File: src/rtl/mem_readback.sv
// Read-side sweep master for a registered-read BRAM: walks addresses 0..DEPTH_MEM-1,
// buffers returned words in a small FIFO and streams them out on valid/ready with a checksum.
module mem_readback #(
    parameter int WID_MEM   = 3,
    parameter int DEPTH_MEM = 4096
) (
    input  logic               clk,
    input  logic               reset,
    input  logic               start,
    input  logic               abort,
    output logic [31:0]        raddr,
    input  logic [WID_MEM-1:0] mem_dout,
    output logic               m_valid,
    input  logic               m_ready,
    output logic [WID_MEM-1:0] m_data,
    output logic               m_last,
    output logic               busy,
    output logic               done,
    output logic [31:0]        checksum
);
    localparam int AW = (DEPTH_MEM > 1) ? $clog2(DEPTH_MEM) : 1;

    typedef enum logic [1:0] {IDLE, RUN, DRAIN} state_t;

    state_t             r_state;
    logic [AW-1:0]      r_addr;
    logic [31:0]        r_raddr;
    logic               r_inflight;
    logic               r_inflight_last;
    logic               r_slot_ok;
    logic [WID_MEM-1:0] r_fifo_data [4];
    logic [3:0]         r_fifo_last;
    logic [1:0]         r_wr_ptr;
    logic [1:0]         r_rd_ptr;
    logic [2:0]         r_count;
    logic               r_done;
    logic [31:0]        r_checksum;

    logic               w_issue;
    logic               w_push;
    logic               w_pop;
    logic               w_addr_last;
    logic [2:0]         w_occupancy;

    // Issue permission is taken from last cycle's occupancy, so a read that is still
    // in flight when the FIFO holds three words can land in the fourth slot.
    assign w_issue     = (r_state == RUN) && r_slot_ok;
    assign w_addr_last = (r_addr == AW'(DEPTH_MEM - 1));
    assign w_push      = r_inflight;
    assign w_pop       = m_valid && m_ready;
    assign w_occupancy = r_count + {2'b00, r_inflight};

    assign raddr    = w_issue ? 32'(r_addr) : r_raddr;
    assign m_valid  = (r_count != 3'd0);
    assign m_data   = m_valid ? r_fifo_data[r_rd_ptr] : '0;
    assign m_last   = m_valid && r_fifo_last[r_rd_ptr];
    assign busy     = (r_state != IDLE);
    assign done     = r_done;
    assign checksum = r_checksum;

    always_ff @(posedge clk) begin
        if (reset) begin
            r_state         <= IDLE;
            r_addr          <= '0;
            r_raddr         <= '0;
            r_inflight      <= 1'b0;
            r_inflight_last <= 1'b0;
            r_slot_ok       <= 1'b0;
            r_fifo_last     <= '0;
            r_wr_ptr        <= '0;
            r_rd_ptr        <= '0;
            r_count         <= '0;
            r_done          <= 1'b0;
            r_checksum      <= '0;
        end else begin
            r_done <= 1'b0;
            if (abort) begin
                r_state         <= IDLE;
                r_wr_ptr        <= '0;
                r_rd_ptr        <= '0;
                r_count         <= '0;
                r_inflight      <= 1'b0;
                r_inflight_last <= 1'b0;
                r_slot_ok       <= 1'b1;
            end else if (r_state == IDLE) begin
                if (start) begin
                    r_state         <= RUN;
                    r_addr          <= '0;
                    r_wr_ptr        <= '0;
                    r_rd_ptr        <= '0;
                    r_count         <= '0;
                    r_inflight      <= 1'b0;
                    r_inflight_last <= 1'b0;
                    r_checksum      <= '0;
                    r_slot_ok       <= 1'b1;
                end
            end else begin
                r_slot_ok       <= (w_occupancy <= 3'd2);
                r_inflight      <= w_issue;
                r_inflight_last <= w_issue && w_addr_last;

                // The counter stops on the final address rather than wrapping.
                if (w_issue) begin
                    r_raddr <= 32'(r_addr);
                    if (w_addr_last) begin
                        r_state <= DRAIN;
                    end else begin
                        r_addr <= r_addr + AW'(1);
                    end
                end

                if (w_push) begin
                    r_fifo_data[r_wr_ptr] <= mem_dout;
                    r_fifo_last[r_wr_ptr] <= r_inflight_last;
                    r_wr_ptr              <= r_wr_ptr + 2'd1;
                end

                if (w_pop) begin
                    r_rd_ptr   <= r_rd_ptr + 2'd1;
                    r_checksum <= r_checksum + 32'(m_data);
                    if (m_last) begin
                        r_state <= IDLE;
                        r_done  <= 1'b1;
                    end
                end

                if (w_push && !w_pop) begin
                    r_count <= r_count + 3'd1;
                end else if (!w_push && w_pop) begin
                    r_count <= r_count - 3'd1;
                end
            end
        end
    end

endmodule

File: config.mk
export PLATFORM = sky130hd
export DESIGN_NAME = mem_readback
export DESIGN_NICKNAME = d
export VERILOG_FILES = /design/src/rtl/mem_readback.sv
export SDC_FILE = /design/constraint.sdc
export NUM_CORES = 1
export LEC_CHECK = 0
export ABC_AREA = 1
export CORE_AREA = 5 5 97 99
export DETAILED_ROUTE_END_ITERATION = 6
export DIE_AREA = 0 0 102 104
export DONT_BUFFER_PORTS = 1
export PLACE_DENSITY_LB_ADDON = 0.25
export SYNTH_ARGS = -nofsm -noshare
export SYNTH_HDL_FRONTEND = slang
export SYNTH_SLANG_ARGS = --single-unit
File: constraint.sdc
create_clock -name clk -period 4.8 [get_ports clk]
set_clock_uncertainty 0.05 [all_clocks]
set_input_delay 0.72 -clock clk [delete_from_list [all_inputs] [get_ports clk]]
set_output_delay 0.72 -clock clk [all_outputs]
set_load 0.005 [all_outputs]
# After elaboration in Yosys (flattened, before gate mapping)
# Memory sizes are Yosys's and may differ from the RTL's. A register that Yosys moved wholly into a read port is not among the register bits.
# Index checks and enable logic that the tools add are counted.
dict set report totals {
  out_inout_bits 71
  mem_bits_rw 12
  mem_count 1
  ff_bits 93
}
dict set report op_classes {
  bitwise_logic 3
  n_lt_le_gt_ge 4
  n_eq_ne 5
  n_mux 43
  n_addsub 7
  reduce_logical 25
}
# memory words word_bits rd rd_clocked_by_memory_dff wr line
set memory_table {}
lappend memory_table {r_fifo_data 4 3 1 1 1 31} ;# logic [WID_MEM-1:0] r_fifo_data [4];
# op count
set ops {}
lappend ops {{32-bit two-way mux} 4}
lappend ops {{12-bit two-way mux} 4}
lappend ops {{32-bit by 3-bit adder with 32-bit output} 1}
lappend ops {{2-bit two-way mux} 13}
lappend ops {{3-bit two-way mux} 5}
lappend ops {{1-bit two-way mux} 14}
lappend ops {{12-bit by 1-bit adder with 12-bit output (second input constant)} 1}
lappend ops {{12-bit equality test (second input constant)} 1}
lappend ops {{2-bit AND reduction} 4}
lappend ops {{2-bit nonzero test} 4}
lappend ops {{1-bit logical AND} 7}
lappend ops {{2-bit by 3-bit less-than comparator with 1-bit output (second input constant)} 2}
lappend ops {{3-bit AND reduction} 2}
lappend ops {{3-bit nonzero test} 2}
lappend ops {{2-bit by 1-bit adder with 2-bit output (second input constant)} 2}
lappend ops {{4-bit bitwise mux} 1}
lappend ops {{4-bit AND reduction} 1}
lappend ops {{4-bit OR reduction} 1}
lappend ops {{3-bit by 1-bit adder with 3-bit output} 1}
lappend ops {{3-bit by 1-bit adder with 3-bit output (second input constant)} 1}
lappend ops {{3-bit by 2-bit <= comparator with 1-bit output (second input constant)} 1}
lappend ops {{3-bit inequality test (second input constant)} 1}
lappend ops {{1-bit NOT} 3}
lappend ops {{3-bit by 1-bit subtractor with 3-bit output (second input constant)} 1}
lappend ops {{9 further kinds} 10}

# Longest topological paths before layout
dict set report depth {
  ltp_word 6
  mapped_depth 16
  ltp_nobuf 16
}

# Least setup slack after synthesis
# No wires, ideal clock.
dict set report synth_path {
  path_type {flip-flop to flip-flop}
  start {register r_count[2]}
  end {register r_checksum[20], in the netlist checksum[20]}
  t_required_ns 4.637
  path_stages_with_launch 16
  arrival_ns 2.208
  slack_ns 2.429
  setup_ns 0.113
  period_less_slack_ns 2.371
  cell_sequence {dfxtp_1 nor2_1 nand2_1 inv_1 a21oi_1 ha_1 inv_1 fa_1 inv_1 nand3_1 nand2_1 nand3_1 nor2_1 nand3_1 nor2_1 nor2_1}
}
dict set report synth_via {
  elab_chain_len 5
  elab_cells_between_ends 8
  classes_between {add/sub: 1; mux: 3; reduce/logical: 4}
}
# element line
set synth_rtl {}
lappend synth_rtl {{start: declaration} 35} ;# logic [2:0] r_count;
lappend synth_rtl {{start signal: assignment} 128} ;# r_count <= r_count + 3'd1;
lappend synth_rtl {{start signal: assignment} 130} ;# r_count <= r_count - 3'd1;
lappend synth_rtl {{3-bit nonzero test} 54} ;# assign m_valid = (r_count != 3'd0);
lappend synth_rtl {{net m_valid} 13} ;# output logic m_valid,
lappend synth_rtl {{3-bit two-way mux} 55} ;# assign m_data = m_valid ? r_fifo_data[r_rd_ptr] : '0;
lappend synth_rtl {{net m_data[0]} 15} ;# output logic [WID_MEM-1:0] m_data,
lappend synth_rtl {{32-bit by 3-bit adder with 32-bit output} 120} ;# r_checksum <= r_checksum + 32'(m_data);
lappend synth_rtl {{32-bit two-way mux} 118} ;# if (w_pop) begin
lappend synth_rtl {{32-bit two-way mux} 85} ;# end else if (r_state == IDLE) begin
lappend synth_rtl {{end signal: assignment} 120}
lappend synth_rtl {{end: declaration} 37} ;# logic [31:0] r_checksum;
# The timed path passes the listed nets, and every way through them passes these cells. The select of a mux whose other input is x is not followed.
# A chain may end at the register's enable or synchronous reset.

# Worst setup path in the final report
dict set report layout_path {
  start {register r_count[2]}
  end {register r_checksum[28], in the netlist checksum[28]}
}
# The elaborated chain is that of the path after synthesis.

==> flow_summary.ini <==
[power]
combPwrFrac_pct = 5.2
leakage_nw = 2.23
p_sw_w = 0.000371
total_power_w = 0.00149
p_sw_share_pct = 24.9
internal-power_w = 0.00112
clkPwrFrac_pct = 33.5
pwr-share-seq_pct = 61.4
power_density_nw_per_um2 = 269
vdd_ir_drop_max_mv = 0.191

[critical_path]
r2r_cells = 16
crit_required_ns = 5.06
startpoint_type = flip-flop
cp_max_fo = 4
r2r_slack_ns = 1.87
worstSetupEndpointType = flip-flop
arrival_ns = 3.20
rr_endpoint = checksum[28]
criticalPathCategory = flip-flop to flip-flop
regToRegStartpoint = r_count[2]

[sta]
finalHoldViolations = 0
finalSetupViolCount = 0
timing.fmax_ghz = 0.341
finalMaxSlewViolations = 0
worst_pin_slew_ns = 0.867
setup_ws_ns = 1.87
fin_tns_setup_ns = 0
maxSlewHeadroom_pct = 42.1
period_needed_ns = 2.93
period_share_pct = 61.1
rsz0062_at_grt = false

[cells_and_area]
area_delta_synth_final_pct = 3.43
design_area_sq_um = 5550
drive_gt1_share_pct = 4.96
num-nets-final = 781
diodes = 0

[clock_network]
path_clk_slew_ns = 0.11
cts_max_level = 3
clk_latency_ns = 0.37
cts_buffers = 9
numClockSinks = 107
cts_tree = built
clockBufferDepth = 2
ctsResizeCount = 0
cts_root_buf = clkbuf_8
holdBufCountCts = 0
cts_setup_buffers = 0

[yosys]
ys_top_cells_by_count = nand2_1, nor2_1, inv_1
ys_async_sr_fraction_pct = 0
yosys.area.top_type_share_pct = 35.5
synthXorXnorAreaFrac_pct = 0.980
yosys.area_share.adder_pct = 3.08
synth_simple_gate_area_share_pct = 33.6
syn_inst = 769
synth_edf_count = 12
synth_top_family_by_area = simple AND/OR/NAND/NOR gates
ys_types = 42
synth_nets = 789
yosysWarnings = 0
syn_area_per_cell_sq_um = 6.98
synth_compound_area_share_pct = 9.35
ys.flop_type = dfxtp_1
synth_area_leader_cell = dfxtp_1
synth_seq_cells = 107
yosysSeqAreaShare_pct = 42.2
synth_area_sq_um = 5360
yosysMostFrequentCell = nand2_1
synth.area.top_cells = dfxtp_1, nand2_1, nor2_1, inv_1, edfxtp_1
synth.area.mux_share_pct = 0

[global_route]
grt_pass1_wl_um = 20300
antenna_found_initial = 0
globalRouteTotalUtil_pct = 22.9
grt_max_degree = 51
overflow = 0
grt_pass1_vias = 4427

[detailed_routing]
vias = 4708
viasPerCell = 5.39
drc = 0
wl_um = 11800
ant_nets = 0
drtIter0Drc = 201
drt_first_pass_iters = 5
wire_per_inst_um = 13.5

[place]
dp.final_hpwl_um = 8770
postPlaceCellArea_sq_um = 5380
pre_cts_slack_ns = 1.90
io_buffers = 0
place_congestion = 0.882

[floorplan]
io_pins = 79
rows = 34
dieArea_sq_um = 10600
core_sq_um = 8470
die_w_um = 102
start_util_pct = 63.4
die_h_um = 104

[run]
drv_cap = 0

[min_path]
hold_depth = 1
hold_end = r_raddr[15]
min_from = reset
hold_class = input pin to flip-flop

[status]
status = finished clean
[per-layer routing]
metal / up-vias / wire, um / part of all wire (%) / global-route usage, %
met3: 23 / 1000 / 8.5 / 6.51
met4: 0 / 227 / 1.9 / 7.50
met2: 150 / 5510 / 47 / 36.6
met5: - / 0 / 0 / 0
met1: 2142 / 5090 / 43 / 29.5
li1: 2393 / - / - / -
[kinds of logic after synthesis]
logic type / count (synthesis)
simple gates: 406
buf+inv: 141
flops: 107
compound gates: 97
fa+ha+maj: 12
xor+xnor: 6
[power groups by stage]
stage / sequential (W) / clock, W / combinational, W
3_3_place_gp: 0.000936 / 0 / 0.0000752
6_report: 0.000916 / 0.000500 / 0.0000772
2_1_floorplan: 0.000935 / 0 / 0.0000736
4_1_cts: 0.000916 / 0.000507 / 0.0000779
3_5_place_dp: 0.000937 / 0 / 0.0000778
5_1_grt: 0.000917 / 0.000550 / 0.0000883
[worst max-delay path by stage]
stage          slack, ns            to        from  depth (start not counted)
2_1_floorplan       2.43  checksum[20]  r_count[2]                         15
3_3_place_gp        2.02  checksum[20]  r_count[2]                         16
3_5_place_dp        1.90  checksum[28]  r_count[2]                         16
4_1_cts             1.87  checksum[28]  r_count[2]                         16
5_1_grt             1.58  checksum[28]   flip-flop                         15
6_report            1.87  checksum[28]  r_count[2]                         16
[cell type report]
cell class / count / area [sq um]
Clock buffer: 10 / 128
Inverter: 122 / 458
Fill cell: 767 / 2920
Multi-Input combinational cell: 521 / 2520
Sequential cell: 107 / 2260
Clock inverter: 6 / 41.3
Tap cell: 108 / 135
[critical path, stage by stage (launching register included)]
cell     delay [ns]
dfxtp_1        0.43
nor2_1         0.06
nand2_1        0.19
inv_1          0.14
a21oi_1        0.27
ha_1           0.22
inv_1          0.06
fa_1           0.36
inv_1          0.10
nand3_1        0.07
nand2_1        0.13
nand3_1        0.14
nor2_1         0.27
nand3_1        0.16
nand2_1        0.09
nand2_1        0.05
nor2_1         0.09
[sequential cells by signal, indices dropped and copies added, names as in the netlist, named ones only]
register / flops
r_rd_ptr: 2
r_state: 2
r_inflight_last: 1
r_wr_ptr: 2
r_addr: 12
r_fifo_last: 4
r_inflight: 1
r_fifo_data: 12
r_slot_ok: 1
checksum: 32
r_raddr: 32
done: 1
r_count: 3
[stage by stage]
stage / hold slack, ns / std cells / util [%]
CTS: 0.352 / 874 / 65.5
finish: 0.371 / 874 / 65.5
detailed placement: 0.387 / 858 / 63.5
floorplan: 0.374 / 769 / -
global placement: 0.379 / 858 / 63.5
global route: 0.341 / 874 / 65.5
[placed cells by master (no fill, tap or decap), types with 2 or more instances in the layout]
cell	n
nand4_1	11
nand2_4	4
nand3_1	33
nand2_8	2
ha_1	10
nand2_1	164
nor2_4	4
nand4_2	2
clkinv_2	3
nor3_1	30
inv_2	4
a211oi_1	2
a21oi_1	43
edfxtp_1	12
o21ai_1	5
clkinv_4	2
o21ai_0	42
clkbuf_8	9
nor2_1	145
inv_1	118
xor2_1	5
fa_1	2
dfxtp_1	95
Power figures use the tool's default switching activity.
